## src/rtl/piso_pkg.sv

```systemverilog
// piso_pkg: shared state encoding and counter sizing for the parallel-in/serial-out transmitter.
package piso_pkg;

    typedef enum logic [1:0] {IDLE, SHIFT, PAR} piso_state_t;

    function automatic int cnt_width(input int w);
        return (w > 2) ? $clog2(w) : 1;
    endfunction

endpackage

```

## src/rtl/piso_serializer.sv

```systemverilog
// piso_serializer: valid/ready word in, registered MSB/LSB-first bit stream out.
// Define PISO_PARITY_EN to append one even-parity bit to every frame.
module piso_serializer
    import piso_pkg::*;
#(
    parameter int WIDTH     = 8,
    parameter bit LSB_FIRST = 1'b0
) (
    input  logic             i_clk,
    input  logic             i_rst_n,
    input  logic             i_valid,
    input  logic [WIDTH-1:0] i_data,
    output logic             o_ready,
    output logic             o_dout,
    output logic             o_dout_n,
    output logic             o_bit_vld,
    output logic             o_sof
);

    localparam int CW = cnt_width(WIDTH);

    piso_state_t      state_q;
    logic [WIDTH-1:0] sr_q;
    logic [CW-1:0]    cnt_q;
    logic             dout_q;
    logic             vld_q;
    logic             sof_q;
    logic [WIDTH-1:0] word_d;
    logic             last_bit;
    logic             accept;

    // The shifter always emits from the MSB, so LSB-first words are reversed on load.
    always_comb begin
        word_d = i_data;
        if (LSB_FIRST)
            for (int k = 0; k < WIDTH; k++)
                word_d[k] = i_data[WIDTH-1-k];
    end

`ifdef PISO_PARITY_EN
    logic par_q;

    assign last_bit = (state_q == PAR);

    always_ff @(posedge i_clk) begin
        if (!i_rst_n)
            par_q <= 1'b0;
        else if (accept)
            par_q <= ^i_data;
    end
`else
    assign last_bit = (state_q == SHIFT) && (cnt_q == '0);
`endif

    assign o_ready   = i_rst_n & ((state_q == IDLE) | last_bit);
    assign accept    = i_valid & o_ready;
    assign o_dout    = dout_q;
    assign o_dout_n  = ~dout_q;
    assign o_bit_vld = vld_q;
    assign o_sof     = sof_q;

    always_ff @(posedge i_clk) begin
        if (!i_rst_n) begin
            state_q <= IDLE;
            sr_q    <= '0;
            cnt_q   <= '0;
            dout_q  <= 1'b0;
            vld_q   <= 1'b0;
            sof_q   <= 1'b0;
        end else if (accept) begin
            state_q <= SHIFT;
            dout_q  <= word_d[WIDTH-1];
            sr_q    <= word_d << 1;
            cnt_q   <= CW'(WIDTH - 1);
            vld_q   <= 1'b1;
            sof_q   <= 1'b1;
        end else if (state_q == SHIFT && cnt_q != '0) begin
            dout_q  <= sr_q[WIDTH-1];
            sr_q    <= sr_q << 1;
            cnt_q   <= cnt_q - 1'b1;
            sof_q   <= 1'b0;
`ifdef PISO_PARITY_EN
        end else if (state_q == SHIFT) begin
            state_q <= PAR;
            dout_q  <= par_q;
            sof_q   <= 1'b0;
`endif
        end else begin
            state_q <= IDLE;
            dout_q  <= 1'b0;
            vld_q   <= 1'b0;
            sof_q   <= 1'b0;
        end
    end

endmodule

```

## config.mk

```make
export PLATFORM = sky130hd
export DESIGN_NAME = piso_serializer
export DESIGN_NICKNAME = d
export VERILOG_FILES = /design/src/rtl/piso_pkg.sv /design/src/rtl/piso_serializer.sv
export SDC_FILE = /design/constraint.sdc
export NUM_CORES = 1
export LEC_CHECK = 0
export ABC_CLOCK_PERIOD_IN_PS = 2600
export CAP_MARGIN = 20
export CORE_AREA = 2 2 39 41
export DETAILED_ROUTE_END_ITERATION = 10
export DIE_AREA = 0 0 41 43
export GPL_TIMING_DRIVEN = 0
export PLACE_DENSITY_LB_ADDON = 0.05
export SLEW_MARGIN = 10
export SYNTH_ARGS = -nofsm -noshare
export SYNTH_HDL_FRONTEND = slang
export SYNTH_SLANG_ARGS = --single-unit
```

## constraint.sdc

```tcl
create_clock -name i_clk -period 2.6 [get_ports i_clk]
set_input_delay 0.52 -clock i_clk [delete_from_list [all_inputs] [get_ports i_clk]]
set_output_delay 0.52 -clock i_clk [all_outputs]
set_load 0.03 [all_outputs]
```

======== Yosys cells after proc, flatten, opt, wreduce, memory -nomap -nowiden ========
Cells that the tools add are included.
word-level totals
  register bits after elaboration ......... 14
  bits in latches ......................... 0
  RAM bits ................................ 0
  ROM bits ................................ 0
  bits of input ports ..................... 11
  output and inout bits ................... 5
  logic and storage cells ................. 29
  memories ................................ 0
operators by class
  add/sub/neg operators ................... 1
  multiply operators ...................... 0
  divide/modulo/power cells ............... 0
  order comparisons ....................... 0
  equality and inequality tests ........... 1
  shifts and indexed selects .............. 0
  muxes and demuxes ....................... 11
  bitwise operators ....................... 4
  reduce and logical (&&, ||, !) cells .... 6
operator list
  operator                                          number
  two-way mux 8 bit                                 2
  two-way mux 1 bit                                 7
  two-way mux 3 bit                                 2
  zero test 3 bit                                   1
  nonzero test 3 bit                                1
  subtractor 3 x 1 -> 3 bit, second input constant  1
  bitwise AND 1 bit                                 2
  logical AND 1 bit                                 2
  zero test 2 bit                                   1
  inequality test 2 bit, second input constant      1
  nonzero test 2 bit                                1
  inverter 1 bit                                    1
  OR 1 bit                                          1

======== Longest topological paths before layout ========
  depth after elaboration ................. 6
  gate-level depth with buffers ........... 7
  mapped depth without buffers ............ 6

======== Worst setup path before layout ========
No wires, ideal clock.
  path kind ............................... reg2out
  start point ............................. reg cnt_q[0]
  end point ............................... out o_ready
  arrival ................................. 1119 ps
  required time ........................... 2080 ps
  path slack .............................. 961 ps
  cell stages (with the launch flop) ...... 6
  path buffers ............................ 0
  cell sequence ........................... dfxtp_1 -> inv_1 -> ha_1 -> ha_1 -> nand2b_4 -> and2_1
on the way
  cells in the longest elaborated chain, start to end .. 4
RTL lines
  what                      line                   RTL
  start: declaration        piso_serializer.sv:24  logic [CW-1:0] cnt_q;
  start signal: assignment  piso_serializer.sv:74  cnt_q <= CW'(WIDTH - 1);
  start signal: assignment  piso_serializer.sv:80  cnt_q <= cnt_q - 1'b1;
  zero test 3 bit           piso_serializer.sv:52  assign last_bit = (state_q == SHIFT) && (cnt_q == '0);
  logical AND 1 bit         piso_serializer.sv:52
  OR 1 bit                  piso_serializer.sv:55  assign o_ready = i_rst_n & ((state_q == IDLE) | last_bit);
  bitwise AND 1 bit         piso_serializer.sv:55
  end: declaration          piso_serializer.sv:13  output logic o_ready,
Every way passes these cells.

======== Final worst setup path ========
Same ends and word-level chain as after synthesis.

==> out/metrics.cfg <==
[run_status]
status = complete, no violations

[final_layout]
multi_input_area_um2 = 262
final_cell_mix = 15 x clkdlybuf4s50_1, 13 x dfxtp_1, 7 x mux2i_1, 7 x a21oi_1
seqCellArea_um2 = 260
fin_nets = 90
drive_gt1_share_pct = 10.5
diodes = 0
final_common_cell = clkdlybuf4s50_1
fill_cells = 128
area_delta_synth_final_pct = 35.0

[yosys]
ys_seq_area_share_pct = 46.4
synth_top_family_by_area = compound AO/OA/AOI/OAI gates
synth_compound_area_share_pct = 17.4
synthAdderAreaFrac_pct = 4.46
muxShareOfSynthArea_pct = 12.5
ys_top_cells_by_area = dfxtp_1 46%, mux2i_1 13%, a21oi_1 6.3%, ha_1 4.5%, o21ai_0 3.6%
synth-xor-area-share_pct = 0
syn_area_per_cell_um2 = 9.83
yosysTopAreaCell = dfxtp_1
yosysWarnings = 0
synth-simple-area-share_pct = 12.3
synthesis.area_um2 = 561
synth_top_area_share_pct = 46.4
synthCells = 57
ys_ff_latch = 13
synth_fp_nets = 70
synth_cell_types = 20

[placement]
port_buffers = 15
place.gp.congestion = 0.594
hpwl_um = 738

[global_routing]
grt_pass1_vias = 432
grt_pass1_wl_um = 1750
grt-ovfl-total = 0
grtUsageTotal_pct = 14.8
grt_max_degree = 11
antenna_found_initial = 0

[setup_path]
worstPathRequired_ps = 2080
cp_cell_sequence = inv_1 > ha_1 > ha_1 > nand2b_4 > and2_1 > clkdlybuf4s50_1
cp-start-kind = flop
r2r-end = sr_q[6]
end_kind = output pin
cp_slowest_cell = clkdlybuf4s50_1
startpoint = cnt_q[0]
r2r-start = cnt_q[0]
r2r_cells = 7
slowest_delay_ps = 580
endpoint = o_ready
critPathArrivalTime_ps = 1950
path_class = reg2out
r2r_setup_slack_ps = 1220
cpMostUsedCell = ha_1
critPathMaxFanout = 7

[detailed_routing]
num_vias = 454
drt_first_pass_iters = 1
drc = 0
routedWlPerCell_um = 11.0
routed_wl_um = 1010
ant_nets = 0
vias_per_cell = 4.93
dr.first_iter.drc_count = 0

[sta]
finalSetupTns_ps = 0
period_share_pct = 94.8
rsz0062_at_grt = no
fin_skew_ps = 6.84
holdWs_ps = 468
final.min_clock_period_ps = 2470
slew_violations = 0
setup_viol = 0
max_freq_ghz = 0.406
hold_violations = 0
tightest_slew_ps = 301
slew-limit-headroom_pct = 79.8

[die]
rows = 14
core_mm2 = 0.00138
die_w_um = 41
dieHeight_um = 43
start_util_pct = 40.5
ios = 16
dieArea_mm2 = 0.00176

[pwr]
pwr-share-clk_pct = 27.9
netSwitchingPower_mw = 0.123
p_int_mw = 0.332
p_seq_share_pct = 50.0
p_comb_share_pct = 22.0
swShare_pct = 27.0
ir_drop_v = 0.000350
p_leak_nw = 0.321
pwr_density_cell_mw_per_mm2 = 601

[clock_tree]
cts_buffers = 3
clkSinkCount = 13
htreeDepth = 1
insertion_delay_ps = 270
cts-resized-gates = 0
cts_tree = yes
postCtsHoldBufs = 0
cts-root-buf = clkbuf_4
cts_max_path_buffers = 2
path_clk_slew_ps = 90
cts_setup_buffers = 0

[hold_path]
worst_hold_path_type = reg2reg

[run]
drv.max_cap_violation_count = 0

registers in the layout, summed over array words and instances (netlist names):
register and cells:
sr_q 7, cnt_q 3, o_bit_vld 1, o_dout 1, o_sof 1
worst max-delay path, delay by kind of cell, from the launching register on:
kind	cells	cell delay, ps
and+or+nand+nor	2	340
buffers and inverters	2	630
adders and majority gates	2	390
DFF	1	310
worst min path at each step:
stage | from | end | depth (start not counted)
floorplan | sr_q[7] | o_dout | 2
global placement | sr_q[7] | o_dout | 2
detailed placement | sr_q[7] | o_dout | 2
CTS | sr_q[7] | o_dout | 2
global route | sr_q[7] | o_dout | 2
finish | sr_q[7] | o_dout | 2
power by group through the flow:
stage | logic (mW) | clock network [mW] | registers, mW
after floorplan | 0.0591 | 0 | 0.237
after global placement | 0.101 | 0 | 0.232
after detailed placement | 0.102 | 0 | 0.233
after CTS | 0.102 | 0.132 | 0.228
after global routing | 0.112 | 0.140 | 0.231
final | 0.100 | 0.127 | 0.227
final cells by class:
cell class                      count  area share [%]
Sequential cell                    13            34.4
Tap cell                           16            2.64
Buffer                              3            3.14
Timing Repair Buffer               15            19.8
Clock buffer                        4            3.47
Multi-Input combinational cell     37            34.5
Inverter                            4            1.98
through the flow:
stage	instance area (um^2)	cells	worst slack [ps]	total power, mW	utilization [%]
global placement	731	88	230	0.333	52.8
global route	757	92	17.7	0.483	54.7
floorplan	561	57	961	0.296	-
finish	757	92	134	0.455	54.7
CTS	757	92	105	0.462	54.7
detailed placement	731	88	240	0.334	52.8
layer usage:
| layer | vias up | track usage (%) | part of all wire, % |
|---|---|---|---|
| li1 | 235 | - | - |
| met1 | 209 | 18.4 | 46 |
| met2 | 8 | 21.9 | 50 |
| met3 | 2 | 3.14 | 3.3 |
| met4 | 0 | 10.0 | 1.1 |
| met5 | - | 0 | 0 |
Yosys cell counts:
library cell  instances
dfxtp_1              13
a21oi_1               7
mux2i_1               7
inv_1                 4
o21ai_0               4
nand2_1               3
o21ai_1               3
ha_1                  2
nor2b_1               2
o311a_1               2
a21boi_1              1
and2_1                1
and2b_4               1
and3_1                1
buf_4                 1
buf_6                 1
clkbuf_2              1
nand2b_4              1
nand3_1               1
nor2_1                1
kinds of logic after synthesis:
logic type / Yosys count
buf+inv: 7
fa+ha+maj: 2
simple gates: 11
mux: 7
compound gates: 17
flops: 13
(Power assumes the default switching activity.)
